==> src/rtl/dbus_arbiter.sv <==
// dbus_arbiter: round-robin arbiter and two-phase bus sequencer.
// N_REQ requesters each post one read or write through a Req/Ack handshake.
// The winner owns the register bus for one SETUP/ACCESS/DONE sequence.
// Every output is registered.
module dbus_arbiter #(
    parameter int DATA_WIDTH = 8,
    parameter int ADDR_WIDTH = 8,
    parameter int N_REQ      = 2
) (
    input  logic                        Clk,
    input  logic                        Rst,
    input  logic [N_REQ-1:0]            Req,
    input  logic [N_REQ-1:0]            ReqWr,
    input  logic [N_REQ*ADDR_WIDTH-1:0] ReqAddr,
    input  logic [N_REQ*DATA_WIDTH-1:0] ReqData,
    output logic [N_REQ-1:0]            Ack,
    output logic [N_REQ-1:0]            Grant,
    output logic [DATA_WIDTH-1:0]       RdData,
    output logic [ADDR_WIDTH-1:0]       Addr,
    output logic [DATA_WIDTH-1:0]       Dout,
    input  logic [DATA_WIDTH-1:0]       Din,
    output logic                        Wr
);

    localparam int IDX_W = (N_REQ > 1) ? $clog2(N_REQ) : 1;
    localparam logic [IDX_W-1:0] LAST_RST = IDX_W'(N_REQ - 1);

    typedef enum logic [1:0] {
        IDLE   = 2'd0,
        SETUP  = 2'd1,
        ACCESS = 2'd2,
        DONE   = 2'd3
    } state_t;

    // Registered state and outputs
    state_t                r_state;
    logic [IDX_W-1:0]      r_last;
    logic [IDX_W-1:0]      r_win;
    logic                  r_wr;
    logic [N_REQ-1:0]      r_ack;
    logic [N_REQ-1:0]      r_grant;
    logic [DATA_WIDTH-1:0] r_rddata;
    logic [ADDR_WIDTH-1:0] r_addr;
    logic [DATA_WIDTH-1:0] r_dout;
    logic                  r_wrstb;

    // Arbitration results
    logic                  w_found;
    logic [IDX_W-1:0]      w_win;
    logic [IDX_W-1:0]      w_cand;
    logic [N_REQ-1:0]      w_win_oh;
    logic [ADDR_WIDTH-1:0] w_sel_addr;
    logic [DATA_WIDTH-1:0] w_sel_data;
    logic                  w_sel_wr;

    // Next-state values
    state_t                w_state_nxt;
    logic [IDX_W-1:0]      w_last_nxt;
    logic [IDX_W-1:0]      w_win_nxt;
    logic                  w_wr_nxt;
    logic [N_REQ-1:0]      w_ack_nxt;
    logic [N_REQ-1:0]      w_grant_nxt;
    logic [DATA_WIDTH-1:0] w_rddata_nxt;
    logic [ADDR_WIDTH-1:0] w_addr_nxt;
    logic [DATA_WIDTH-1:0] w_dout_nxt;
    logic                  w_wrstb_nxt;

    assign Ack    = r_ack;
    assign Grant  = r_grant;
    assign RdData = r_rddata;
    assign Addr   = r_addr;
    assign Dout   = r_dout;
    assign Wr     = r_wrstb;

    // Round-robin search: first active Req starting one past the last owner
    always_comb begin
        w_found = 1'b0;
        w_win   = '0;
        w_cand  = '0;
        for (int unsigned k = 1; k <= N_REQ; k++) begin
            w_cand = IDX_W'((32'(r_last) + k) % N_REQ);
            if (!w_found && Req[w_cand]) begin
                w_found = 1'b1;
                w_win   = w_cand;
            end
        end
    end

    // Select the winner's direction, address and data; build its one-hot grant
    always_comb begin
        w_sel_addr = '0;
        w_sel_data = '0;
        w_sel_wr   = 1'b0;
        w_win_oh   = '0;
        for (int unsigned i = 0; i < N_REQ; i++) begin
            if (w_win == IDX_W'(i)) begin
                w_sel_addr  = ReqAddr[i*ADDR_WIDTH +: ADDR_WIDTH];
                w_sel_data  = ReqData[i*DATA_WIDTH +: DATA_WIDTH];
                w_sel_wr    = ReqWr[i];
                w_win_oh[i] = 1'b1;
            end
        end
    end

    // Next state and next registered outputs; the bus defaults to all-zero
    always_comb begin
        w_state_nxt  = r_state;
        w_last_nxt   = r_last;
        w_win_nxt    = r_win;
        w_wr_nxt     = r_wr;
        w_grant_nxt  = r_grant;
        w_rddata_nxt = r_rddata;
        w_ack_nxt    = '0;
        w_addr_nxt   = '0;
        w_dout_nxt   = '0;
        w_wrstb_nxt  = 1'b0;

        case (r_state)
            IDLE: begin
                w_grant_nxt = '0;
                if (w_found) begin
                    w_state_nxt = SETUP;
                    w_grant_nxt = w_win_oh;
                    w_win_nxt   = w_win;
                    w_wr_nxt    = w_sel_wr;
                    w_addr_nxt  = w_sel_addr;
                    // Reads put zero on the write-data lines
                    w_dout_nxt  = w_sel_wr ? w_sel_data : '0;
                end
            end
            SETUP: begin
                w_state_nxt = ACCESS;
                w_addr_nxt  = r_addr;
                w_dout_nxt  = r_dout;
                w_wrstb_nxt = r_wr;
            end
            ACCESS: begin
                w_state_nxt = DONE;
                w_ack_nxt   = r_grant;
                if (!r_wr) begin
                    w_rddata_nxt = Din;
                end
            end
            DONE: begin
                w_state_nxt = IDLE;
                w_grant_nxt = '0;
                w_last_nxt  = r_win;
            end
            default: begin
                w_state_nxt = IDLE;
                w_grant_nxt = '0;
            end
        endcase
    end

    // State and output registers; reset aborts any transaction in flight
    always_ff @(posedge Clk) begin
        if (Rst) begin
            r_state  <= IDLE;
            r_last   <= LAST_RST;
            r_win    <= '0;
            r_wr     <= 1'b0;
            r_ack    <= '0;
            r_grant  <= '0;
            r_rddata <= '0;
            r_addr   <= '0;
            r_dout   <= '0;
            r_wrstb  <= 1'b0;
        end else begin
            r_state  <= w_state_nxt;
            r_last   <= w_last_nxt;
            r_win    <= w_win_nxt;
            r_wr     <= w_wr_nxt;
            r_ack    <= w_ack_nxt;
            r_grant  <= w_grant_nxt;
            r_rddata <= w_rddata_nxt;
            r_addr   <= w_addr_nxt;
            r_dout   <= w_dout_nxt;
            r_wrstb  <= w_wrstb_nxt;
        end
    end

endmodule
==> config.mk <==
export PLATFORM = sky130hd
export DESIGN_NAME = dbus_arbiter
export DESIGN_NICKNAME = d
export VERILOG_FILES = /design/src/rtl/dbus_arbiter.sv
export SDC_FILE = /design/constraint.sdc
export NUM_CORES = 1
export LEC_CHECK = 0
export ABC_CLOCK_PERIOD_IN_PS = 4600
export BUFFER_PORTS_ARGS = -buffer_cell sky130_fd_sc_hd__buf_2
export CAP_MARGIN = 20
export CORE_AREA = 8 8 60 73
export CTS_BUF_LIST = sky130_fd_sc_hd__clkbuf_16
export DETAILED_ROUTE_END_ITERATION = 6
export DIE_AREA = 0 0 68 81
export PLACE_DENSITY = 0.78
export RECOVER_POWER = 25
export SYNTH_ARGS = -nofsm -noshare
export SYNTH_HDL_FRONTEND = slang
export SYNTH_SLANG_ARGS = --single-unit
==> constraint.sdc <==
create_clock -name Clk -period 4.6 [get_ports Clk]
set_clock_uncertainty 0.1 [all_clocks]
set_input_delay 0.69 -clock Clk [delete_from_list [all_inputs] [get_ports Clk]]
set_output_delay 0.69 -clock Clk [all_outputs]
set_load 0.005 [all_outputs]
; ---- After elaboration in Yosys (flattened, before gate mapping)
; Cells that the tools add are included.
[word_totals]
register_bits = 34
[op_classes]
addsub = 2
mux = 22
n_lt_le_gt_ge = 2
reduce_logical = 8
n_eq_ne = 4
bitwise_logic = 3
[ops]
columns = cell, count
row1 = $mux 8, 5
row2 = $pmux 8 s2, 2
row3 = $mux 1, 11
row4 = $pmux 2 s4, 1
row5 = $eq 2x2->1 const B, 2
row6 = $lt 1x2->1 const B, 2
row7 = $mux 2, 2
row8 = $pmux 2 s2, 1
row9 = $reduce_and 2->1, 2
row10 = $reduce_or 2->1, 2
row11 = $not 1->1, 3
row12 = $add 1x1->1 const B, 2
row13 = $eq 2x1->1 const B, 1
row14 = $logic_not 2->1, 1
row15 = $ne 2x2->1 const B, 1
row16 = $reduce_bool 2->1, 1
row17 = $logic_and 1x1->1, 1
row18 = $logic_not 1->1, 1

; ---- Depth between registers and ports, before layout
[depth]
word_depth = 11
mapped_depth = 7
ltp_nobuf = 5

; ---- Worst setup path after synthesis
; No wires, ideal clock.
[synth_path]
path_type = input-to-reg
startpoint = input Req[0]
endpoint = register r_dout[1] (netlist: Dout[1])
n_path_buf = 2
setup_time_ns = 0.133
t_required_ns = 4.367
setup_slack_ns = 2.901
arrival_ns = 1.465
stages = 5
cell_sequence = buf_6 a21bo_2 buf_6 a221oi_1 a311oi_1
[synth_between]
elab_chain_cells = 10
elab_cells_between_ends = 15
[synth_rtl]
columns = element, line
row1 = from (decl), 12  ; input logic [N_REQ-1:0] Req,
row2 = $mux 1 (implied by the code) (2 in a row), 82  ; if (!w_found && Req[w_cand]) begin
row3 = $mux 1, 82
row4 = $logic_not 1->1, 82
row5 = $logic_and 1x1->1, 82
row6 = $mux 1, 82
row7 = $mux 8 / $mux 1 (equally long branches), 96  ; if (w_win == IDX_W'(i)) begin
row8 = $mux 8, 128  ; w_dout_nxt = w_sel_wr ? w_sel_data : '0;
row9 = $mux 8 *, 121  ; if (w_found) begin
row10 = $pmux 8 s2 *, 118  ; case (r_state)
row11 = to (signal assigned), 178  ; r_dout <= w_dout_nxt;
row12 = to (decl), 44  ; logic [DATA_WIDTH-1:0] r_dout;
; Mark *: on every way between the ends. The rest lies on a longest branch, timed or not. The select of a mux whose other input is x is not followed.
; A chain may end at the register's enable or synchronous reset.

==> run summary <==
Synth Net Count = 211
Unrepaired setup endpoints after global routing = no
Cell area after synthesis = 1530 µm²
Final clock period utilization by the worst path = 48.2%
Wire length of the first global-routing pass = 6530 µm
Max-Cap Viols = 0
DRC violation total after the first TritonRoute iteration = 68
N_diodes = 0
EDFF count, synth = 0
Library cell occupying the most area in the post-synthesis netlist = dfxtp_1
Starting utilization of the core area = 47.4%
Most numerous cell in the Yosys netlist = dfxtp_1
Worst skew pair latency = 270 ps
Status = complete, no violations
Most area-consuming cells after synthesis = dfxtp_1 45%, mux2i_1 5.9%, a32oi_1 5.7%
Largest voltage drop on the vdd net = 366 µV
Endpoints failing hold = 0
Tightest Pin Transition = 1400 ps
Wirelength, routed = 4120 µm
Min Tclk post-route = 2210 ps
Data required time of the critical path = 4600 ps
Peak clock frequency supported by timing = 0.451 GHz
# H-tree levels = 2
DRC errors left = 0
Number of buffers created by CTS = 5
Via/cell ratio = 5.53
Number of global-route vias before repair = 1510
Height of the chip = 81 µm
Initial DRT Pass Iterations = 4
Floorplan row count = 23
Standard cell core area = 3220 µm²
Mean area per synthesized cell = 9.50 µm²
Tightest hold margin = 351 ps
CTS Root Cell = clkbuf_16
IO Pins = 75
Post-synth ARST share = 0%
Sinks on Clock Net = 34
Arrival time of the worst setup path = 2220 ps
Number of gates resized after CTS = 0
Crit Path Class = in2reg
Maximum number of pins on one net before global-route repair = 37
Final GP Congestion = 0.812
Leading cell types by count after synthesis = 34 x dfxtp_1, 20 x nand2_1, 15 x nor2_1, 10 x a32oi_1
Number of nets with antenna violations after detailed routing = 0
Total Negative Setup Slacks = 0 ps
Most frequently used flop master after synthesis = dfxtp_1
Register bit total from synthesis = 34
Minimum setup slack after placement = 2390 ps
Fraction of post-synthesis cell area in the top cell type by area = 44.5%
Hold/Removal Path Class = reg2reg
Vias = 1466
Gr usage total = 15.1%
Clock transition time at the flip-flop clock pins of the worst setup and hold paths = 50 ps
NumNets Final = 277
Width of the die = 68 µm
Number of antenna violations at the first check in global routing = 0
Critical Path Fanout Max = 36
CTS tree = built
Fraction of layout instances using a drive strength above 1 = 34.2%
Critical path endpoint category = register
Number of port buffers = 74
Max Slew Vio Count = 0
Worst slew margin = 6.47%
HPWL after detailed placement = 3110 µm
Power density over the cells = 536 nW/µm²
Area growth from synthesis to layout = 30.5%
Instance count of the mapped netlist = 161
Die area = 5510 µm²
Number of warnings printed during yosys synthesis = 0
Final Total Pwr = 1070 µW
Sequential element share of the synthesized area = 44.5%
Longest Clk Path Bufs = 2
GRT overflow = 0
WL/cell = 15.6 µm
Buffer count from post-CTS setup fixing = 0
Final setup violation count = 0
Final worst setup slack = 2390 ps
Static Leak = 0.000871 µW
Post-CTS Hold Buffers = 0
Critical Path Start Type = input port
Cell variety after synth = 29
==> routing by layer <==
layer / vias to the layer above / global-route usage (%) / part of all wire, %
met5: - / 0 / 0
met4: 0 / 7.19 / 1.4
met3: 7 / 6.88 / 11
met2: 62 / 25.4 / 47
met1: 672 / 15.4 / 40
li1: 725 / - / -
==> cells by family (layout without fill, tap and decap cells) <==
group	after synthesis	in the layout	share of synthesized area [%]
and+or+nand+nor	55	55	18.3
buffers and inverters	17	84	5.65
AOI/OAI and AO/OA	42	42	22.3
DFF	34	34	44.5
adders and majority gates	4	4	3.27
muxes	9	9	5.89
==> critical path, stage by stage <==
cell	delay, ps
clkbuf_1	1000
nand2b_1	410
o22ai_1	110
==> report_power, final <==
group	internal [µW]	leakage [µW]	switching (µW)
Clock	194	0.0000663	111
Sequential	359	0.000277	36.9
Combinational	163	0.000528	205
==> final timing paths <==
| path | cells after the start | end | slack, ps | from |
|---|---|---|---|---|
| hold / removal | 2 | Wr | 350 | r_wr |
| setup / recovery | 3 | Addr[2] | 2390 | Rst |
| setup reg to reg | 5 | Addr[2] | 2620 | r_state[1] |
| hold reg to reg | 2 | Wr | 350 | r_wr |
==> cell type report <==
| class | instances | area (µm²) |
|---|---|---|
| clock buffer | 5 | 125 |
| timing repair buffer | 74 | 363 |
| fill | 284 | 1230 |
| sequential | 34 | 681 |
| clock inverter | 3 | 11.3 |
| inverter | 2 | 7.51 |
| multi-input combinational | 110 | 762 |
| tap | 37 | 46.3 |
==> sequential cells by signal, summed over array words and instances, names as in the netlist <==
| name | flops |
|---|---|
| r_win | 1 |
| Ack | 2 |
| Grant | 2 |
| Dout | 8 |
| r_state | 2 |
| Addr | 8 |
| r_wr | 1 |
| RdData | 8 |
| Wr | 1 |
| r_last | 1 |
==> through the flow <==
stage	instance area, µm²	utilization [%]	instances
global route	2000	61.9	265
detailed placement	1870	57.9	257
CTS	2000	62.2	265
floorplan	1530	-	161
finish	2000	61.9	265
global placement	1870	57.9	257
==> layout by cell type, fill, tap and decap left out, types with 2 or more instances in the layout <==
cell type / netlist / layout
a221oi_1: 8 / 8
a22oi_1: 2 / 2
a311oi_1: 8 / 8
a32oi_1: 10 / 10
and2_1: 8 / 8
and3b_1: 2 / 2
buf_2: 6 / 68
clkbuf_1: 7 / 6
clkbuf_16: 0 / 5
clkinv_1: 0 / 3
dfxtp_1: 34 / 34
ha_1: 4 / 4
inv_1: 2 / 2
mux2i_1: 9 / 9
nand2_1: 20 / 20
nand2b_1: 2 / 2
nor2_1: 15 / 15
nor2b_1: 2 / 2
o22ai_1: 9 / 9
(Power assumes the default switching activity.)
